<file path="config.mk">
export PLATFORM = sky130hd
export DESIGN_NAME = nvio_ipt_ctl
export DESIGN_NICKNAME = d
export VERILOG_FILES = /design/src/rtl/nvio_ipt_ctl.sv
export SDC_FILE = /design/constraint.sdc
export NUM_CORES = 1
export LEC_CHECK = 0
export BUFFER_PORTS_ARGS = -buffer_cell sky130_fd_sc_hd__clkbuf_2
export CORE_MARGIN = 8
export CORE_UTILIZATION = 40
export DETAILED_ROUTE_END_ITERATION = 6
export PLACE_DENSITY = 0.7
export SYNTH_ARGS = -nofsm -noshare
export SYNTH_HDL_FRONTEND = slang
export SYNTH_SLANG_ARGS = --single-unit
export TNS_END_PERCENT = 100
</file>
<file path="constraint.sdc">
create_clock -name clk -period 2.4 [get_ports clk]
set_input_delay 0.36 -clock clk [delete_from_list [all_inputs] [get_ports clk]]
set_output_delay 0.36 -clock clk [all_outputs]
set_load 0.01 [all_outputs]
</file>
<file path="src/rtl/nvio_ipt_ctl.sv">
`timescale 1ns/1ps
// -----------------------------------------------------------------------------
// nvio_ipt_ctl
// Sequencer for the NVIO inverted-page-table MMU register port. A single-cycle
// request (update / probe / readback of one PTE) becomes a series of bus
// accesses on the MMU register slave: PTE and VPN register writes, a command
// write, a settle wait for the hash-chain walk, then PTE and VPN register reads.
//
// Optional feature macro: IPT_CTL_TIMEOUT_EN
//   defined   : each bus access aborts after ACK_TIMEOUT cycles without ack_i;
//               the sequence jumps to completion with err_o=1.
//   undefined : accesses wait for ack_i indefinitely; err_o is tied low.
//
// Ports
//   clk, rst          clock, synchronous active-high reset
//   req_i, op_i       request strobe (taken only while idle), op 01/10/11/00
//   asid_i, vpn_i, key_i, drwx_i, last_i   PTE fields of the request
//   busy_o, done_o    request in progress, one-cycle completion pulse
//   err_o, hit_o      completion status (bus timeout, readback rwx non-zero)
//   res_*_o           fields from the last PTE/VPN readback, held
//   cyc_o, stb_o, we_o, sel_o, adr_o, dat_o   bus initiator outputs
//   ack_i, dat_i      bus response
// -----------------------------------------------------------------------------
module nvio_ipt_ctl #(
    parameter logic [31:0] IPT_BASE    = 32'hFFDC_0000,
    parameter int          SETTLE_CYC  = 8
`ifdef IPT_CTL_TIMEOUT_EN
    ,
    parameter int          ACK_TIMEOUT = 255
`endif
) (
    input  logic        clk,
    input  logic        rst,
    input  logic        req_i,
    input  logic [1:0]  op_i,
    input  logic [7:0]  asid_i,
    input  logic [18:0] vpn_i,
    input  logic [9:0]  key_i,
    input  logic [3:0]  drwx_i,
    input  logic        last_i,
    output logic        busy_o,
    output logic        done_o,
    output logic        err_o,
    output logic        hit_o,
    output logic [9:0]  res_key_o,
    output logic [7:0]  res_asid_o,
    output logic        res_last_o,
    output logic [3:0]  res_drwx_o,
    output logic [18:0] res_vpn_o,
    output logic        cyc_o,
    output logic        stb_o,
    output logic        we_o,
    output logic [15:0] sel_o,
    output logic [31:0] adr_o,
    output logic [63:0] dat_o,
    input  logic        ack_i,
    input  logic [63:0] dat_i
);

    typedef enum logic [2:0] {
        S_IDLE   = 3'd0,
        S_WR_PTE = 3'd1,
        S_WR_VPN = 3'd2,
        S_WR_CMD = 3'd3,
        S_SETTLE = 3'd4,
        S_RD_PTE = 3'd5,
        S_RD_VPN = 3'd6,
        S_DONE   = 3'd7
    } state_e;

    localparam logic [31:0] ADR_CMD = IPT_BASE;
    localparam logic [31:0] ADR_PTE = IPT_BASE + 32'h0000_0010;
    localparam logic [31:0] ADR_VPN = IPT_BASE + 32'h0000_0018;
    localparam logic [15:0] SEL_ON  = 16'h00FF;

    // Write image of the PTE register; the write port places 'last' at bit 22.
    function automatic logic [63:0] pack_pte(input logic [9:0] key,
                                             input logic [7:0] asid,
                                             input logic       last,
                                             input logic [3:0] drwx);
        return {22'd0, key, asid, 1'b0, last, 14'd0, drwx[3], 4'd0, drwx[2:0]};
    endfunction

    function automatic logic [31:0] acc_adr(input state_e st);
        case (st)
            S_WR_PTE, S_RD_PTE: return ADR_PTE;
            S_WR_VPN, S_RD_VPN: return ADR_VPN;
            default:            return ADR_CMD;
        endcase
    endfunction

    function automatic logic acc_we(input state_e st);
        case (st)
            S_WR_PTE, S_WR_VPN, S_WR_CMD: return 1'b1;
            default:                      return 1'b0;
        endcase
    endfunction

    function automatic logic [63:0] acc_dat(input state_e      st,
                                            input logic [1:0]  op,
                                            input logic [9:0]  key,
                                            input logic [7:0]  asid,
                                            input logic        last,
                                            input logic [3:0]  drwx,
                                            input logic [18:0] vpn);
        case (st)
            S_WR_PTE: return pack_pte(key, asid, last, drwx);
            S_WR_VPN: return {45'd0, vpn};
            S_WR_CMD: return (op == 2'b01) ? 64'h1 : 64'h2;
            default:  return 64'h0;
        endcase
    endfunction

    // Sequence step taken once the current access has been acknowledged.
    function automatic state_e after_ack(input state_e st);
        case (st)
            S_WR_PTE: return S_WR_VPN;
            S_WR_VPN: return S_WR_CMD;
            S_WR_CMD: return S_SETTLE;
            S_RD_PTE: return S_RD_VPN;
            default:  return S_DONE;
        endcase
    endfunction

    state_e      state_q;
    logic [1:0]  op_q;
    logic [7:0]  asid_q;
    logic [18:0] vpn_q;
    logic [9:0]  key_q;
    logic [3:0]  drwx_q;
    logic        last_q;
    logic [7:0]  set_cnt_q;
    logic        busy_q;
    logic        done_q;
    logic        hit_q;
    logic [9:0]  res_key_q;
    logic [7:0]  res_asid_q;
    logic        res_last_q;
    logic [3:0]  res_drwx_q;
    logic [18:0] res_vpn_q;
    logic        cyc_q;
    logic        stb_q;
    logic        we_q;
    logic [15:0] sel_q;
    logic [31:0] adr_q;
    logic [63:0] dat_q;
`ifdef IPT_CTL_TIMEOUT_EN
    logic [7:0]  to_cnt_q;
    logic        err_flag_q;
    logic        err_q;
`endif

    // Request sequencer: state, latched request, bus outputs and results.
    // Accesses after the first are entered with cyc low and raised one edge
    // later, which yields the mandatory idle cycle between accesses.
    always_ff @(posedge clk) begin
        if (rst) begin
            state_q    <= S_IDLE;
            op_q       <= 2'd0;
            asid_q     <= 8'd0;
            vpn_q      <= 19'd0;
            key_q      <= 10'd0;
            drwx_q     <= 4'd0;
            last_q     <= 1'b0;
            set_cnt_q  <= 8'd0;
            busy_q     <= 1'b0;
            done_q     <= 1'b0;
            hit_q      <= 1'b0;
            res_key_q  <= 10'd0;
            res_asid_q <= 8'd0;
            res_last_q <= 1'b0;
            res_drwx_q <= 4'd0;
            res_vpn_q  <= 19'd0;
            cyc_q      <= 1'b0;
            stb_q      <= 1'b0;
            we_q       <= 1'b0;
            sel_q      <= 16'd0;
            adr_q      <= 32'd0;
            dat_q      <= 64'd0;
`ifdef IPT_CTL_TIMEOUT_EN
            to_cnt_q   <= 8'd0;
            err_flag_q <= 1'b0;
            err_q      <= 1'b0;
`endif
        end else begin
            done_q <= 1'b0;
`ifdef IPT_CTL_TIMEOUT_EN
            err_q  <= 1'b0;
`endif
            case (state_q)
                S_IDLE: begin
                    if (req_i) begin
                        op_q   <= op_i;
                        asid_q <= asid_i;
                        vpn_q  <= vpn_i;
                        key_q  <= key_i;
                        drwx_q <= drwx_i;
                        last_q <= last_i;
                        busy_q <= 1'b1;
                        case (op_i)
                            2'b01, 2'b10: begin
                                state_q <= S_WR_PTE;
                                cyc_q   <= 1'b1;
                                stb_q   <= 1'b1;
                                we_q    <= 1'b1;
                                sel_q   <= SEL_ON;
                                adr_q   <= ADR_PTE;
                                dat_q   <= pack_pte(key_i, asid_i, last_i, drwx_i);
                            end
                            2'b11: begin
                                state_q <= S_RD_PTE;
                                cyc_q   <= 1'b1;
                                stb_q   <= 1'b1;
                                we_q    <= 1'b0;
                                sel_q   <= SEL_ON;
                                adr_q   <= ADR_PTE;
                                dat_q   <= 64'd0;
                            end
                            default: begin
                                state_q <= S_DONE;
                            end
                        endcase
`ifdef IPT_CTL_TIMEOUT_EN
                        to_cnt_q <= 8'd0;
`endif
                    end else begin
                        state_q <= S_IDLE;
                    end
                end

                S_WR_PTE, S_WR_VPN, S_WR_CMD, S_RD_PTE, S_RD_VPN: begin
                    if (!cyc_q) begin
                        cyc_q <= 1'b1;
                        stb_q <= 1'b1;
                        we_q  <= acc_we(state_q);
                        sel_q <= SEL_ON;
                        adr_q <= acc_adr(state_q);
                        dat_q <= acc_dat(state_q, op_q, key_q, asid_q, last_q,
                                         drwx_q, vpn_q);
`ifdef IPT_CTL_TIMEOUT_EN
                        to_cnt_q <= 8'd0;
`endif
                    end else if (ack_i) begin
                        cyc_q     <= 1'b0;
                        stb_q     <= 1'b0;
                        we_q      <= 1'b0;
                        sel_q     <= 16'd0;
                        adr_q     <= 32'd0;
                        dat_q     <= 64'd0;
                        set_cnt_q <= 8'd0;
                        state_q   <= after_ack(state_q);
                        if (state_q == S_RD_PTE) begin
                            // Read port carries 'last' at bit 23, not 22.
                            res_key_q  <= dat_i[41:32];
                            res_asid_q <= dat_i[31:24];
                            res_last_q <= dat_i[23];
                            res_drwx_q <= {dat_i[7], dat_i[2:0]};
                            hit_q      <= |dat_i[2:0];
                        end else if (state_q == S_RD_VPN) begin
                            res_vpn_q <= dat_i[18:0];
                        end else begin
                            res_vpn_q <= res_vpn_q;
                        end
                    end
`ifdef IPT_CTL_TIMEOUT_EN
                    else if (to_cnt_q == 8'(ACK_TIMEOUT - 1)) begin
                        cyc_q      <= 1'b0;
                        stb_q      <= 1'b0;
                        we_q       <= 1'b0;
                        sel_q      <= 16'd0;
                        adr_q      <= 32'd0;
                        dat_q      <= 64'd0;
                        err_flag_q <= 1'b1;
                        state_q    <= S_DONE;
                    end else begin
                        to_cnt_q <= to_cnt_q + 8'd1;
                    end
`else
                    else begin
                        state_q <= state_q;
                    end
`endif
                end

                // Quiet window for the MMU's hash-chain walk after a command.
                S_SETTLE: begin
                    if (set_cnt_q == 8'(SETTLE_CYC - 1)) begin
                        set_cnt_q <= 8'd0;
                        state_q   <= (op_q == 2'b10) ? S_RD_PTE : S_DONE;
                    end else begin
                        set_cnt_q <= set_cnt_q + 8'd1;
                    end
                end

                // Completion: done_o rises together with busy_o falling, and
                // the controller is back in IDLE so it can accept in that cycle.
                S_DONE: begin
                    done_q  <= 1'b1;
                    busy_q  <= 1'b0;
                    state_q <= S_IDLE;
`ifdef IPT_CTL_TIMEOUT_EN
                    err_q      <= err_flag_q;
                    err_flag_q <= 1'b0;
`endif
                end

                default: begin
                    state_q <= S_IDLE;
                end
            endcase
        end
    end

    // Response bits with no meaning in either readback register.
    logic unused_s;
    assign unused_s = ^{dat_i[63:42], dat_i[22:19]};

    assign busy_o     = busy_q;
    assign done_o     = done_q;
    assign hit_o      = hit_q;
    assign res_key_o  = res_key_q;
    assign res_asid_o = res_asid_q;
    assign res_last_o = res_last_q;
    assign res_drwx_o = res_drwx_q;
    assign res_vpn_o  = res_vpn_q;
    assign cyc_o      = cyc_q;
    assign stb_o      = stb_q;
    assign we_o       = we_q;
    assign sel_o      = sel_q;
    assign adr_o      = adr_q;
    assign dat_o      = dat_q;
`ifdef IPT_CTL_TIMEOUT_EN
    assign err_o      = err_q;
`else
    assign err_o      = 1'b0;
`endif

endmodule

</file>
==> impl_metrics.yaml, run 1 <==
synth:
  synthCells: 748
  ys_top_cells_by_area: "sky130_fd_sc_hd__dfxtp_1, sky130_fd_sc_hd__nand2_1, sky130_fd_sc_hd__buf_4, sky130_fd_sc_hd__a21oi_1, sky130_fd_sc_hd__nor2_1"
  ys_seq_area_frac: 0.467
  synth_most_common_cell: "sky130_fd_sc_hd__nand2_1"
  synth.area.mux_share: 0.0327
  synth-edff-count: 0
  synth.largest_area_cell: "sky130_fd_sc_hd__dfxtp_1"
  yosys.area_share.adder: 0.0184
  synth_top_flop_cell: "sky130_fd_sc_hd__dfxtp_1"
  synth_top_cells_by_count: "sky130_fd_sc_hd__nand2_1, sky130_fd_sc_hd__dfxtp_1, sky130_fd_sc_hd__a21oi_1"
  syn_area_per_cell_sq_um: 8.20
  synthXorXnorAreaFrac: 0.00571
  synth-compound-area-share: 0.147
  postSynth.asyncResetShare: 0
  largest_family_of_logic_cells_by_synthesized_area: "simple AND/OR/NAND/NOR gates"
  post_synth_design_cell_area_sq_mm: 0.00613
  synth_cell_types: 43
  post_synthesis_share_of_cell_area_spent_on_and_or_nand_and_nor_gates: 0.199
  yosys.area.top_type_share: 0.467
  yosys_register_bits: 143
  yosysWarningCount: 0
worst_setup_path:
  cp_data_required_time_ns: 2.74
  crit_arrival_ns: 2.57
  timing.critical_path.from_type: "flop"
  cp_max_fo: 15
  timing.reg2reg.setup_slack_ns: 0.17
  r2r_end: "dat_o[12]"
  cp-end-kind: "flop"
  reg2reg_depth: 6
  r2r-start: "state_q[1]"
  path_class: "flop to flop"
detailed_routing:
  via_per_inst: 4.83
  routed_wire_length_per_instance_um: 14.6
  first_iter_violations: 257
  drt_wl_total_um: 16200
  detail_route.drc_violations: 0
  route.vias.total: 5351
  detail_route.first_pass.iterations: 4
  route.antenna.remaining_nets: 0
outcome:
  run_status: "completed"
grt:
  grt_start_max_net_pins: 59
  track_usage: 0.163
  wire_length_of_the_first_global_routing_pass_um: 26100
  global_route.overflow_total: 0
  grt_pass1_vias: 5182
  antenna_violations_before_repair: 0
sta:
  grt_setup_unrepaired: "false"
  skew_ns: 0.00693
  final_max_slew_viol_count: 0
  maxClockFrequency_ghz: 0.448
  slew_at_the_pin_closest_to_its_max_slew_limit_ns: 0.954
  report.final.hold_viol_count: 0
  timing.slew.headroom: 0.356
  timing.final.setup_violations: 0
  finalWorstPathRequiredPeriod_ns: 2.23
  final.setup.tns_ns: 0
  final.period_utilization: 0.931
min_path:
  hold_class: "primary input to flop"
  worst_case_hold_path_end_point: "res_key_o[7]"
  timing.hold.worst_path_depth: 3
  min-delay-start: "dat_i[39]"
cts:
  number_of_setup_buffers_added_after_cts: 0
  cts.clk_slew.worst_paths_ns: 0.06
  clkLatencyLatePin_ns: 0.42
  numClockSinks: 143
  cts_root_buffer: "sky130_fd_sc_hd__clkbuf_16"
  tritoncts.num_buffers: 17
  cts_buffer_depth: 2
  tritoncts: "done"
  cts_max_level: 4
die:
  die_area_sq_mm: 0.0195
  ioPinCount: 273
  start_util: 0.406
  die_height_um: 140
  core-area_sq_mm: 0.0151
  die_width_um: 140
  rows: 45
placed_design:
  gp_congestion: 0.822
  hpwl_after_dpl_um: 11600
  post-place-cells: 1076
  port_buffers: 194
  dpl-instance-area_sq_mm: 0.00698
final_layout:
  areaGrowthSynthToFinish_pct: 23.8
  share_of_layout_cells_above_drive_strength_1: 0.273
  count_of_filler_cells_inserted_in_the_layout: 1507
  layout.nets: 1028
  share_of_the_core_filled_with_cells_in_the_final_layout: 0.503
  instances_no_fill: 1108
  n_antenna_cell: 0
  finish.instance_area_sq_mm: 0.00759
run:
  drv_cap: 0
power:
  vdd.ir_drop.worst_v: 0.000530
  totalPowerFinal_mw: 8.63
  p_leak_nw: 3.24
  power.density_mw_per_mm2: 1140
==> placed cells by master, fill, tap and decap left out, drive strengths merged, types with 4 or more instances in the layout <==
cell type  netlist  final
clkbuf          32    212
nand2          161    161
dfxtp          143    143
a21oi           95     95
nor2            62     62
conb             1     52
nor3            24     24
nand3           20     20
mux2i           20     20
a221oi          19     19
buf             90     18
inv              8     11
o21ai           11     11
ha               9      9
a22oi            7      7
a211oi           6      6
clkinv           0      6
xnor2            4      4
==> worst max-delay path by stage <==
stage                     startpoint        end  slack, ns  depth (start not counted)
after floorplan           state_q[0]  dat_o[31]       0.28                          9
final                     state_q[1]  dat_o[12]       0.17                          6
after detailed placement  state_q[0]  dat_o[25]       0.16                          6
after CTS                 state_q[0]  dat_o[28]       0.14                          6
after global routing      state_q[1]  dat_o[30]       0.01                          9
after global placement    state_q[0]  dat_o[35]       0.15                          6
==> final cells by class <==
class	instances	area (sq um)	area share
clock inverters	13	161	0.0213
repair buffers	211	1180	0.155
multi-input cells	526	2680	0.353
clock buffers	19	443	0.0584
flip-flops and latches	143	2860	0.377
inverters	8	30.0	0.00396
well taps	188	235	0.0310
==> routing by layer <==
metal | vias to the layer above | routed length (um) | part of all wire | GRT usage
li1 | 2715 | - | - | -
met5 | - | 0 | 0 | 0
met1 | 2422 | 6880 | 0.42 | 0.188
met3 | 18 | 1720 | 0.11 | 0.0824
met2 | 196 | 7370 | 0.45 | 0.255
met4 | 0 | 240 | 0.015 | 0.0560
==> critical path, cell delays in order, from the launching register on <==
cell and delay [ns]:
sky130_fd_sc_hd__dfxtp_1 0.41, sky130_fd_sc_hd__ha_1 0.34, sky130_fd_sc_hd__and2b_1 0.26, sky130_fd_sc_hd__or2_2 0.23, sky130_fd_sc_hd__and3_1 0.59, sky130_fd_sc_hd__nand3_1 0.14, sky130_fd_sc_hd__a21oi_1 0.18
==> kinds of logic after synthesis <==
group,count (synthesis)
flops,143
buf+inv,130
xor+xnor,4
compound gates,151
mux,20
fa+ha+maj,9
simple gates,290
other cells,1
==> what timing repair did <==
item                       in CTS  in global routing
resized for setup               0                  2
setup endpoints to repair       0                 36
hold buffers                    0                  0
hold endpoints to repair        0                  0
==> stage by stage <==
| stage | worst slack [ns] | hold WS, ns |
|---|---|---|
| final | 0.166 | 0.155 |
| after CTS | 0.142 | 0.140 |
| after detailed placement | 0.157 | 0.446 |
| after floorplan | 0.283 | 0.436 |
| after global routing | 0.0133 | 0.146 |
| after global placement | 0.154 | 0.439 |
==> registers in the layout, summed over array words and instances (netlist names) <==
| name | cells |
|---|---|
| adr_o | 2 |
| asid_q | 8 |
| busy_o | 1 |
| cyc_o | 1 |
| dat_o | 38 |
| done_o | 1 |
| drwx_q | 4 |
| hit_o | 1 |
| key_q | 10 |
| last_q | 1 |
| op_q | 2 |
| res_asid_o | 8 |
| res_drwx_o | 4 |
| res_key_o | 10 |
| res_last_o | 1 |
| res_vpn_o | 19 |
| sel_o | 1 |
| set_cnt_q | 8 |
| state_q | 3 |
| vpn_q | 19 |
| we_o | 1 |
==> power breakdown <==
| group | internal (mW) | leakage [nW] | switching (mW) |
|---|---|---|---|
| Sequential | 2.71 | 1.16 | 0.235 |
| Combinational | 1.14 | 1.78 | 1.85 |
| Clock | 1.67 | 0.298 | 1.03 |
| Total | 5.52 | 3.24 | 3.11 |
Note: power is estimated with default switching activity, not from simulation.
==> run 2: changes to the inputs <==
--- a/config.mk
+++ b/config.mk
@@ -5,11 +5,12 @@
 export SDC_FILE = /design/constraint.sdc
 export NUM_CORES = 1
 export LEC_CHECK = 0
+export ABC_AREA = 1
 export BUFFER_PORTS_ARGS = -buffer_cell sky130_fd_sc_hd__clkbuf_2
 export CORE_MARGIN = 8
 export CORE_UTILIZATION = 40
 export DETAILED_ROUTE_END_ITERATION = 6
-export PLACE_DENSITY = 0.7
+export PLACE_DENSITY = 0.68
 export SYNTH_ARGS = -nofsm -noshare
 export SYNTH_HDL_FRONTEND = slang
 export SYNTH_SLANG_ARGS = --single-unit
==> impl_metrics.yaml, run 2 <==
worst_setup_path:
  timing.reg2reg.setup_slack_ns: 0.29
  crit_buf_inv: 3
  crit_arrival_ns: 2.43
  cp-endpoint: "dat_o[35]"
  timing.critical_path.from_type: "flop"
  cp-end-kind: "flop"
  cp_data_required_time_ns: 2.72
  path_class: "flop to flop"
  cp_slowest_cell: "sky130_fd_sc_hd__dfxtp_1"
  critical_path_cell_count: 11
  cp-startpoint: "state_q[0]"
  cp_max_fo: 58
  r2r-start: "state_q[0]"
  critical-path-max-stage-delay_ns: 0.39
  critPathMostFrequentCell: "sky130_fd_sc_hd__nand2_1"
  worstPathCellList: "inv_1 -> ha_1 -> inv_1 -> nand2_4 -> nand2_2 -> nand2_1 -> nor2_4 -> buf_12 -> nand2_1 -> nand2_1 -> nor2_1"
  reg2reg_depth: 11
  r2r_end: "dat_o[35]"
  critPathTopFamily: "simple AND/OR/NAND/NOR gates"
outcome:
  run_status: "completed"
detailed_routing:
  via_per_inst: 4.60
  route.antenna.remaining_nets: 0
  first_iter_violations: 335
  detail_route.drc_violations: 0
  detail_route.first_pass.iterations: 4
  route.vias.total: 6361
  drt_wl_total_um: 18500
  routed_wire_length_per_instance_um: 13.3
sta:
  final_max_slew_viol_count: 0
  final.setup.tns_ns: 0
  timing.slew.headroom: 0.586
  timing.final.setup_violations: 0
  final.hold.worst_slack_ns: 0.159
  final.period_utilization: 0.877
  maxClockFrequency_ghz: 0.475
  grt_setup_unrepaired: "false"
  skew_ns: 0.00811
  finalWorstPathRequiredPeriod_ns: 2.11
  slew_at_the_pin_closest_to_its_max_slew_limit_ns: 0.620
  report.final.hold_viol_count: 0
  setup_slack_ns: 0.294
grt:
  global_route.overflow_total: 0
  antenna_violations_before_repair: 2
  global_route.peak_usage_layer: "met2"
  track_usage: 0.169
  grt_pass1_vias: 5947
  grt_start_max_net_pins: 103
  met3_usage: 0.0631
  grt.met2_usage: 0.277
  grtUsageMet1: 0.194
  wire_length_of_the_first_global_routing_pass_um: 29700
power:
  power.density_mw_per_mm2: 1260
  seq_power_share: 0.319
  p_clk_frac: 0.250
  p_leak_nw: 3.96
  net-switching-power_mw: 4.40
  totalPowerFinal_mw: 10.3
  vdd.ir_drop.worst_v: 0.000743
  p_int_mw: 5.86
  combinational_share_of_power: 0.430
  power.share.switching: 0.429
final_layout:
  count_of_filler_cells_inserted_in_the_layout: 1740
  share_of_the_core_filled_with_cells_in_the_final_layout: 0.492
  layout_common_cells: "sky130_fd_sc_hd__nor2_1, sky130_fd_sc_hd__nand2_1, sky130_fd_sc_hd__clkbuf_2"
  share_of_layout_cells_above_drive_strength_1: 0.225
  layout.nets: 1270
  multi_input_combinational_cell_area_sq_mm: 0.00313
  total_area_of_sequential_cells_sq_mm: 0.00286
  largest_register_ffs: 38
  mostFrequentLayoutCell: "sky130_fd_sc_hd__nor2_1"
  areaGrowthSynthToFinish_pct: 20.6
die:
  start_util: 0.408
  die_width_um: 146
  core-area_sq_mm: 0.0166
  die_area_sq_mm: 0.0213
  ioPinCount: 273
  die_height_um: 146
  rows: 47
synth:
  largest_family_of_logic_cells_by_synthesized_area: "simple AND/OR/NAND/NOR gates"
  yosysWarningCount: 0
  yosys.area.top_type_share: 0.423
  syn_area_per_cell_sq_um: 6.79
  synth.largest_area_cell: "sky130_fd_sc_hd__dfxtp_1"
  postSynth.asyncResetShare: 0
  synth-edff-count: 0
  post_synth_design_cell_area_sq_mm: 0.00676
  synth_top_flop_cell: "sky130_fd_sc_hd__dfxtp_1"
  synth_most_common_cell: "sky130_fd_sc_hd__nor2_1"
  synth.area.mux_share: 0
  yosys_register_bits: 143
  synth_top_cells_by_count: "sky130_fd_sc_hd__nor2_1, sky130_fd_sc_hd__nand2_1, sky130_fd_sc_hd__dfxtp_1"
  ys_top_cells_by_area: "sky130_fd_sc_hd__dfxtp_1, sky130_fd_sc_hd__nor2_1, sky130_fd_sc_hd__nand2_1, sky130_fd_sc_hd__buf_4, sky130_fd_sc_hd__o21ai_0"
  synthXorXnorAreaFrac: 0.00130
  synthCells: 995
  ys_seq_area_frac: 0.423
  post_synthesis_share_of_cell_area_spent_on_and_or_nand_and_nor_gates: 0.326
  synth-compound-area-share: 0.0888
  yosys.area_share.adder: 0.0167
  synth_cell_types: 31
min_path:
  timing.hold.worst_path_depth: 3
  hold_class: "primary input to flop"
cts:
  cts.clk_slew.worst_paths_ns: 0.06
  cts_resized: 0
  cts-hold-fix-buffers: 0
  tritoncts.num_buffers: 17
  cts_max_level: 4
  clkLatencyLatePin_ns: 0.42
  numClockSinks: 143
  cts_root_buffer: "sky130_fd_sc_hd__clkbuf_16"
  tritoncts: "done"
  cts_buffer_depth: 2
  number_of_setup_buffers_added_after_cts: 0
placed_design:
  port_buffers: 194
  gp_congestion: 0.815
  hpwl_after_dpl_um: 13000
  dpl_worst_slack_ns: 0.319
run:
  drv_cap: 0
run 2: changes by cell type after synthesis, moves of 20 or more:
cell and delta:
sky130_fd_sc_hd__nand3_1 +29, sky130_fd_sc_hd__a21oi_1 -55, sky130_fd_sc_hd__nand2_1 +43, sky130_fd_sc_hd__nor2_1 +221, sky130_fd_sc_hd__mux2i_1 -20, sky130_fd_sc_hd__o21ai_0 +65, sky130_fd_sc_hd__inv_1 +31
run 2: logic make-up (layout without fill, tap and decap cells):
kind of cell	after synthesis	after routing
compound gates	118	118
flops	143	143
buf+inv	168	284
fa+ha+maj	9	9
simple gates	555	555
xor+xnor	1	1
other cells	1	53
run 2: stage by stage:
step	area (sq um)	instances
3_5_place_dp	7570	1350
6_report	8150	1383
2_1_floorplan	6950	1046
3_3_place_gp	7570	1350
5_1_grt	8150	1383
4_1_cts	8150	1382
run 2: power by group through the flow:
| stage | Clock, mW | Sequential [mW] | Combinational (mW) |
|---|---|---|---|
| final | 2.57 | 3.27 | 4.42 |
| after global routing | 2.72 | 3.35 | 5.03 |
| after CTS | 2.62 | 3.28 | 4.48 |
| after detailed placement | 0 | 3.32 | 4.45 |
| after global placement | 0 | 3.29 | 4.41 |
| after floorplan | 0 | 3.42 | 3.24 |
run 2: how the worst min path moves through the flow:
stage	start	end	slack, ns
floorplan	vpn_q[12]	vpn_q[12]	0.43
global placement	vpn_q[12]	vpn_q[12]	0.44
detailed placement	vpn_q[12]	vpn_q[12]	0.45
CTS	vpn_i[0]	vpn_q[0]	0.15
global route	vpn_i[15]	vpn_q[15]	0.15
finish	vpn_i[0]	vpn_q[0]	0.16
run 2: cell type report:
class | count | share of cell area
antenna | 1 | 0.000307
clock buffer | 17 | 0.0522
clock inverter | 15 | 0.0184
inverter | 41 | 0.0189
multi-input combinational | 735 | 0.384
sequential | 143 | 0.351
tap | 220 | 0.0338
timing repair buffer | 211 | 0.141
run 2: layer usage:
metal	up-vias	share of wire	routed length, um
met5	-	0.00060	11
met2	191	0.47	8700
met4	2	0.020	376
met3	29	0.073	1350
met1	2849	0.43	8020
li1	3290	-	-
run 2: worst reg2reg max path: cells and delay by family, from the launching register on:
kind,cells,cell delay [ns]
fa+ha+maj,1,0.31
buf+inv,3,0.49
flops,1,0.39
simple gates,7,0.82
